### config.mk
export PLATFORM = sky130hd
export DESIGN_NAME = mantissa_reciprocal_nr_refine
export DESIGN_NICKNAME = d
export VERILOG_FILES = /design/src/rtl/fp_alu_pkg.sv /design/src/rtl/mantissa_nr_mul.sv /design/src/rtl/mantissa_reciprocal_nr_refine.sv
export SDC_FILE = /design/constraint.sdc
export NUM_CORES = 2
export LEC_CHECK = 0
export CORE_MARGIN = 2
export CORE_UTILIZATION = 45
export CTS_BUF_LIST = sky130_fd_sc_hd__clkbuf_4 sky130_fd_sc_hd__clkbuf_8 sky130_fd_sc_hd__clkbuf_16
export CTS_CLUSTER_DIAMETER = 120
export CTS_CLUSTER_SIZE = 28
export DETAILED_ROUTE_END_ITERATION = 8
export GPL_TIMING_DRIVEN = 0
export PLACE_DENSITY_LB_ADDON = 0.25
export SLEW_MARGIN = 20
export SYNTH_ARGS = -nofsm -noshare
export SYNTH_HDL_FRONTEND = slang
export SYNTH_SLANG_ARGS = --single-unit
### constraint.sdc
create_clock -name clk -period 24 [get_ports clk]
set_input_delay 3.6 -clock clk [delete_from_list [all_inputs] [get_ports clk]]
set_output_delay 3.6 -clock clk [all_outputs]
set_load 0.01 [all_outputs]
### src/rtl/fp_alu_pkg.sv
// fp_alu_pkg
// Shared definitions for the floating-point ALU mantissa datapath.
//   MANT_W     : mantissa width including the hidden bit
//   ONE_Q123   : 1.0 in Q1.23, upper clamp of the reciprocal
//   HALF_Q123  : 0.5 in Q1.23, lower clamp of the reciprocal
//   TWO_Q223   : 2.0 in Q2.23, minuend of the Newton-Raphson correction term
//   nr_state_t : sequencer states of the reciprocal refinement stage
package fp_alu_pkg;

   localparam int          MANT_W    = 24;
   localparam logic [23:0] ONE_Q123  = 24'h800000;
   localparam logic [23:0] HALF_Q123 = 24'h400000;
   localparam logic [24:0] TWO_Q223  = 25'h1000000;

   typedef enum logic [1:0] {
      IDLE  = 2'd0,
      MUL_T = 2'd1,
      MUL_X = 2'd2,
      DONE  = 2'd3
   } nr_state_t;

endpackage

### src/rtl/mantissa_nr_mul.sv
// mantissa_nr_mul
// Combinational 24x25 unsigned multiplier shared by both Newton-Raphson
// half-steps. Kept separate so it can be pipelined or mapped onto a DSP
// block without touching the sequencer.
//   a    : 24-bit unsigned operand
//   b    : 25-bit unsigned operand
//   prod : 49-bit unsigned product
module mantissa_nr_mul (
   input  logic [23:0] a,
   input  logic [24:0] b,
   output logic [48:0] prod
);

   assign prod = 49'(a) * 49'(b);

endmodule

### src/rtl/mantissa_reciprocal_nr_refine.sv
// mantissa_reciprocal_nr_refine
// Refines a low-precision reciprocal seed for a 24-bit divisor mantissa by
// ITERATIONS rounds of x <- x*(2 - d*x), using one shared multiplier.
//   ITERATIONS     : number of refinement rounds, legal range 1..3
//   clk            : clock, rising edge
//   rst            : asynchronous reset, active low
//   valid_data_in  : d/seed valid, taken only while in_ready is high
//   d              : divisor mantissa, Q1.23
//   seed           : initial reciprocal estimate, Q1.23
//   in_ready       : high while idle
//   out            : refined reciprocal, Q1.23, held between results
//   valid_data_out : one-cycle pulse marking a new out value
module mantissa_reciprocal_nr_refine
   import fp_alu_pkg::*;
#(
   parameter int ITERATIONS = 2
) (
   input  logic              clk,
   input  logic              rst,
   input  logic              valid_data_in,
   input  logic [MANT_W-1:0] d,
   input  logic [MANT_W-1:0] seed,
   output logic              in_ready,
   output logic [MANT_W-1:0] out,
   output logic              valid_data_out
);

   localparam logic [1:0] LAST_CNT = 2'(ITERATIONS - 1);

   nr_state_t         state;
   nr_state_t         state_n;
   logic [MANT_W-1:0] d_r;
   logic [MANT_W-1:0] x_r;
   logic [24:0]       t_r;
   logic [1:0]        iter_cnt;
   logic [MANT_W-1:0] out_r;
   logic              valid_r;

   logic [24:0]       e_val;
   logic [24:0]       mul_b;
   logic [48:0]       prod;
   logic [MANT_W-1:0] x_trunc;
   logic [MANT_W-1:0] x_new;
   logic              last_iter;
   logic              prod_low_unused;

   // Operand mux: MUL_T forms d*x, MUL_X forms x*(2 - t). The x operand is
   // common to both half-steps, so only the second operand is switched.
   assign e_val = TWO_Q223 - t_r;
   assign mul_b = (state == MUL_X) ? e_val : {1'b0, d_r};

   mantissa_nr_mul u_mul (
      .a    (x_r),
      .b    (mul_b),
      .prod (prod)
   );

   assign prod_low_unused = ^prod[22:0];

   // Truncate the Q3.46 product back to Q1.23 and keep the estimate inside
   // [0.5, 1.0]. Any integer bit at or above 2^1 means overflow and must win
   // over the lower clamp, because the truncated field alone may look tiny.
   assign x_trunc = prod[46:23];

   always_comb begin
      x_new = x_trunc;
      if ((prod[48:47] != 2'b00) || (x_trunc > ONE_Q123)) begin
         x_new = ONE_Q123;
      end else if (x_trunc < HALF_Q123) begin
         x_new = HALF_Q123;
      end
   end

   assign last_iter = (iter_cnt == LAST_CNT);

   // Next-state decode for the IDLE -> (MUL_T -> MUL_X)* -> DONE sequence.
   always_comb begin
      state_n = state;
      case (state)
         IDLE:    if (valid_data_in) state_n = MUL_T;
         MUL_T:   state_n = MUL_X;
         MUL_X:   state_n = last_iter ? DONE : MUL_T;
         DONE:    state_n = IDLE;
         default: state_n = IDLE;
      endcase
   end

   // Datapath registers. The result register and its valid pulse are loaded
   // on the edge that enters DONE, so both are visible throughout the DONE
   // cycle straight from flops and out keeps its value afterwards.
   always_ff @(posedge clk or negedge rst) begin
      if (!rst) begin
         state    <= IDLE;
         d_r      <= '0;
         x_r      <= '0;
         t_r      <= '0;
         iter_cnt <= '0;
         out_r    <= '0;
         valid_r  <= 1'b0;
      end else begin
         state   <= state_n;
         valid_r <= 1'b0;
         case (state)
            IDLE: begin
               if (valid_data_in) begin
                  d_r      <= d;
                  x_r      <= seed;
                  iter_cnt <= '0;
               end
            end
            MUL_T: begin
               t_r <= prod[47:23];
            end
            MUL_X: begin
               x_r      <= x_new;
               iter_cnt <= iter_cnt + 2'd1;
               if (last_iter) begin
                  out_r   <= x_new;
                  valid_r <= 1'b1;
               end
            end
            default: ;
         endcase
      end
   end

   assign in_ready       = (state == IDLE);
   assign out            = out_r;
   assign valid_data_out = valid_r;

endmodule

Yosys cells after proc, flatten, opt, wreduce, memory -nomap -nowiden:

Cells that the tools add are included.

* add/sub/neg operators: 2
* $mul: 1
* magnitude comparators: 2
* eq/ne operators: 5
* mux-type cells: 12
* reductions and logical operators: 7

Operators by type and width (number)
* 24-bit 2-to-1 mux: 3
* 24-bit by 25-bit multiplier with 49-bit output: 1
* 24-bit case mux with 2 select lines: 1
* 25-bit 2-to-1 mux: 1
* 25-bit subtractor (first input constant): 1
* 24-bit greater-than comparator (second input constant): 1
* 24-bit by 23-bit < comparator with 1-bit output (second input constant): 1
* 2-bit case mux with 4 select lines: 1
* 2-bit 2-to-1 mux: 3
* 2-bit AND reduction: 3
* 2-bit by 1-bit equality test with 1-bit output (second input constant): 2
* 2-bit equality test (second input constant): 2
* 2-bit case mux with 2 select lines: 1
* 2-bit nonzero test: 2
* 2-bit by 1-bit adder with 2-bit output (second input constant): 1
* 2-bit zero test: 1
* 1-bit 2-to-1 mux: 2
* 2-bit != test (second input constant): 1
* 1-bit logical OR: 1

* flip-flop bits (word level): 102
* input port bits: 51
* output and inout bits: 26
* logic and storage cells: 36

Logic depth before layout (Yosys ltp):

* depth in word-level cells: 7
* depth in mapped cells: 39
* gate-level depth less buffers: 36

By module:

A second synthesis with hierarchy kept.

* cell total of the unflattened synthesis: 2764
* area total of the unflattened synthesis: 24847.6 sq um

Modules (own cells, without submodules)
* mantissa_nr_mul: times used 1, cells an instance 2241, area each 19728.9 sq um, seq. area each 0.0 sq um
* mantissa_reciprocal_nr_refine: times used 1, cells an instance 523, area each 5118.7 sq um, seq. area each 2552.4 sq um

Worst setup path after synthesis:

Ideal clock, no wire load.

* path kind: reg-to-reg
* from: register t_r[2]
* to: register x_r[11]
* library setup time: 0.095 ns
* arrival time: 9.247 ns
* required time: 23.905 ns
* slack: 14.657 ns
* stages on the path, launching flop included: 35
* path buffers: 3
* clock period less this slack: 9.343 ns
* cell sequence: dfrtp_1 > nor4_1 > nand2_1 > or3_1 > or2_2 > nand2b_1 > nor4_1 > xnor2_1 > nor2_1 > clkbuf_1 > nand2_1 > fa_1 > fa_1 > fa_1 > inv_1 > fa_1 > inv_1 > fa_1 > fa_1 > fa_1 > inv_1 > ha_1 > buf_2 > a21oi_1 > o21ai_1 > and4_1 > or3_1 > or3_1 > o221ai_1 > and4_1 > nand4_1 > nor4_2 > o21ai_2 > buf_2 > o31ai_1

* longest elaborated chain between the ends: 7
* elaborated cells on any way between the ends: 10
* those cells by class: add/sub: 1; mul: 1; order compare: 2; mux: 4; reduce/logical: 2

Ends and longest elaborated chain
* from (decl): RTL line mantissa_reciprocal_nr_refine.sv:34 `logic [24:0] t_r;`
* from (signal assigned): RTL line mantissa_reciprocal_nr_refine.sv:112 `t_r <= prod[47:23];`
* 25-bit subtractor *: RTL line mantissa_reciprocal_nr_refine.sv:49 `assign e_val = TWO_Q223 - t_r;`
* 25-bit 2-to-1 mux *: RTL line mantissa_reciprocal_nr_refine.sv:50 `assign mul_b = (state == MUL_X) ? e_val : {1'b0, d_r};`
* 24-bit by 25-bit multiplier with 49-bit output *: RTL line mantissa_nr_mul.sv:14 `assign prod = 49'(a) * 49'(b);`
* 24-bit by 23-bit < comparator with 1-bit output (tied with other cells): RTL line mantissa_reciprocal_nr_refine.sv:69 `end else if (x_trunc < HALF_Q123) begin`
* 24-bit 2-to-1 mux / 1-bit logical OR (equally long branches): RTL line mantissa_reciprocal_nr_refine.sv:69, mantissa_reciprocal_nr_refine.sv:67
* 24-bit 2-to-1 mux *: RTL line mantissa_reciprocal_nr_refine.sv:67 `if ((prod[48:47] != 2'b00) || (x_trunc > ONE_Q123)) begin`
* 24-bit case mux with 2 select lines *: RTL line mantissa_reciprocal_nr_refine.sv:103 `case (state)`
* to (signal assigned): RTL line mantissa_reciprocal_nr_refine.sv:115 `x_r <= x_new;`
* to (decl): RTL line mantissa_reciprocal_nr_refine.sv:33 `logic [MANT_W-1:0] x_r;`

Mark *: on every way between the ends. The rest lies on a longest branch, timed or not.
A chain may end at the register's enable or synchronous reset.

Worst setup path in the final report:

* from: register t_r[2]
* to: register x_r[17]

Same word-level chain as after synthesis.

==> metrics.cfg <==
[logic_synthesis]
synth_area_leaders = fa_1, dfrtp_1, inv_1, and2_1, ha_1
yosysUniqueCellTypes = 75
synth.yosys.warnings = 0
synth.largest_area_cell = fa_1
synth_flop_cell = dfrtp_1
synthesis.nets = 3659
synth.top_cell.area_share_pct = 40.0
yosysMostFrequentCell = inv_1
number_of_enable_type_register_cells_in_the_synthesized_netlist = 0
post_synth_most_frequent_cells = inv_1, fa_1, nand2_1
synth_sequential_area_ratio_pct = 10.2
post_synthesis_instance_total = 2932
asyncSetResetFlopFracSynth_pct = 100
synthesis.area_um2 = 25100
synth.avg_cell_area_um2 = 8.58
postSynthRegisterBits = 102

[global_routing]
grt_overflow = 0
grt_first_pass_wirelength_mm = 137
track_usage_pct = 32.8
largest_net_degree_at_the_start_of_global_routing = 56
first_global_vias = 22000
antenna_found_initial = 5

[timing]
timing.slew.headroom_pct = 15.8
achievable-frequency_mhz = 80.5
finalHoldViolations = 0
timing.final.setup_violations = 0
finalMaxSlewViolations = 0
setup_ws_ps = 11580
final_min_period_over_clock_period_pct = 51.7
setup-tns-final_ps = 0
timing.clock.skew_ps = 14.7
final.min_clock_period_ps = 12420
worst_slew_pin_slew_ps = 1250
rsz0062_at_grt = false

[die]
design.portCount = 77
die-width_um = 240
core_um2 = 55200
die_area_um2 = 57800
floorplan.initialDensity_pct = 45.6
dieHeight_um = 240
floorplan.rows = 86

[critical_path]
start_kind = register
critical_path.endpoint_type = register
worst_ep_arrival_time_ps = 12690
crit_path_max_incr_delay_ps = 960
critical_path.slowest_cell = o21ai_0
crit_required_ps = 24270
critical_path_peak_fanout = 10
type_of_the_setup_path_with_the_least_slack = reg2reg
critPathMostFrequentCell = fa_1

[layout]
drive_gt1_share_pct = 1.95
layout.cell_area.non_filler_um2 = 27200
finalNetCount = 3753
filler_cell_count = 5273
synthToLayoutAreaGrowth_pct = 8.27
n_antenna_cell = 0

[outcome]
run_status = completed

[drt]
post-route-drc-count = 0
drt_iter0_markers = 1985
drt.antenna.violating_nets = 0
route.detailed.wl_per_inst_um = 24.1
vias = 21200
drt_total_wl_mm = 91.1
vias_per_cell = 5.61
detailedRoute.firstPassIterationCount = 8

[placed_design]
dp_worst_setup_slack_ps = 11830
place.port_buffers = 76
dp_hpwl_mm = 75.6
globalplace.congestion = 1.03
dpl-instance-area_um2 = 26900

[job]
cap_violations = 0

[worst_hold_path]
hold_class = reg2reg

[clock_tree]
cts_buffers = 9
clock_tree.buffer_depth = 2
postCtsSetupBuffers = 0
cts_sinks = 102
clock_insertion_delay_worst_skew_ps = 360
cts.hold.buffers_added = 0
clk_transition_reported_paths_ps = 80
h_tree_lvl_count = 3
clock_tree.root_cell = clkbuf_16
cells_resized_by_post_cts_repair = 0
tritoncts = yes

==> routing by layer <==
metal  track usage [%]  vias to the layer above  share of wire, %  wire (µm)
li1                  -                     9076                 -          -
met1              43.0                    10700                39      35200
met2              50.7                     1160                44      40300
met3              6.03                      255               9.8       8940
met4              19.7                        4               7.3       6670
met5                 0                        -             0.027         25
==> final timing paths <==
| check | cells past startpoint | slack (ps) | from | end |
|---|---|---|---|---|
| hold / removal | 1 | 480 | iter_cnt[0]$_DFFE_PN0P_ | iter_cnt[0]$_DFFE_PN0P_ |
| setup / recovery | 35 | 11580 | t_r[2]$_DFFE_PN0N_ | x_r[17]$_DFFE_PN0P_ |
| min in group asynchronous | 1 | 3180 | rst | t_r[20]$_DFFE_PN0N_ |
| hold reg to reg | 1 | 480 | iter_cnt[0]$_DFFE_PN0P_ | iter_cnt[0]$_DFFE_PN0P_ |
| setup reg to reg | 35 | 11580 | t_r[2]$_DFFE_PN0N_ | x_r[17]$_DFFE_PN0P_ |
| max in group asynchronous | 2 | 20200 | rst | out[10]$_DFFE_PN0P_ |
==> worst max-delay path: cells and delay by family (launching register included) <==
family,cells,cell delay [ps]
AND/OR/NAND/NOR,12,3670
AO/OA/AOI/OAI,6,2810
adder cells (fa/ha/maj),8,3830
flip-flops,1,440
XOR/XNOR,1,80
buffers and inverters,8,1510
==> metrics by stage <==
stage / hold slack [ps] / cells / util (%)
final: 480 / 3779 / 49.3
after detailed placement: 463 / 3763 / 48.8
after floorplan: 440 / 2932 / -
after global routing: 504 / 3779 / 49.3
after global placement: 457 / 3756 / 48.6
after CTS: 482 / 3779 / 49.3
==> kinds of logic (layout without fill, tap and decap cells) <==
group           Yosys count  in the layout  synth area share, %
mux                       5              5                0.224
flops                   102            102                 10.2
buf+inv                 756            855                 11.3
xor+xnor                 36             36                 1.25
fa+ha+maj               676            676                 48.7
simple gates           1054           1054                 20.6
compound gates          303            303                 7.76
==> registers in the layout, summed over array words and instances, names as in the netlist <==
| name | count |
|---|---|
| t_r | 25 |
| d_r | 24 |
| out | 24 |
| x_r | 24 |
| iter_cnt | 2 |
| state | 2 |
| valid_data_out | 1 |
==> layout by cell type, fill, tap and decap left out, types with 6 or more instances in the layout <==
| cell | count |
|---|---|
| or2_2 | 7 |
| nand2b_1 | 7 |
| nand3_1 | 21 |
| o21a_1 | 6 |
| or3_1 | 8 |
| a21o_1 | 8 |
| buf_4 | 7 |
| clkbuf_16 | 9 |
| and2_1 | 347 |
| o21ai_1 | 15 |
| fa_1 | 503 |
| nor2_1 | 87 |
| a31oi_1 | 7 |
| nand2_1 | 486 |
| nor3_1 | 16 |
| inv_1 | 607 |
| xnor2_1 | 17 |
| nor4_1 | 12 |
| o31ai_1 | 41 |
| o21ai_0 | 79 |
| clkbuf_1 | 131 |
| a211oi_1 | 11 |
| xor2_1 | 19 |
| nand4_1 | 21 |
| o211ai_1 | 12 |
| o21bai_1 | 6 |
| ha_1 | 173 |
| buf_2 | 10 |
| and3_1 | 12 |
| and4_1 | 6 |
| dfrtp_1 | 102 |
| clkdlybuf4s50_1 | 75 |
| a21oi_1 | 69 |
| o221ai_1 | 6 |
==> cell type report <==
cell class                      instances  area (µm²)  area share, %
Clock buffer                            9         225          0.827
Multi-Input combinational cell       2074       19700           72.5
Clock inverter                          7        85.1          0.312
Inverter                              609        2290           8.40
Buffer                                147         568           2.09
Timing Repair Buffer                   83         835           3.07
Tap cell                              748         936           3.44
Sequential cell                       102        2550           9.37
Power is not shown: default switching activity piles up to over one toggle a cycle in this logic, so the estimate is an artifact.
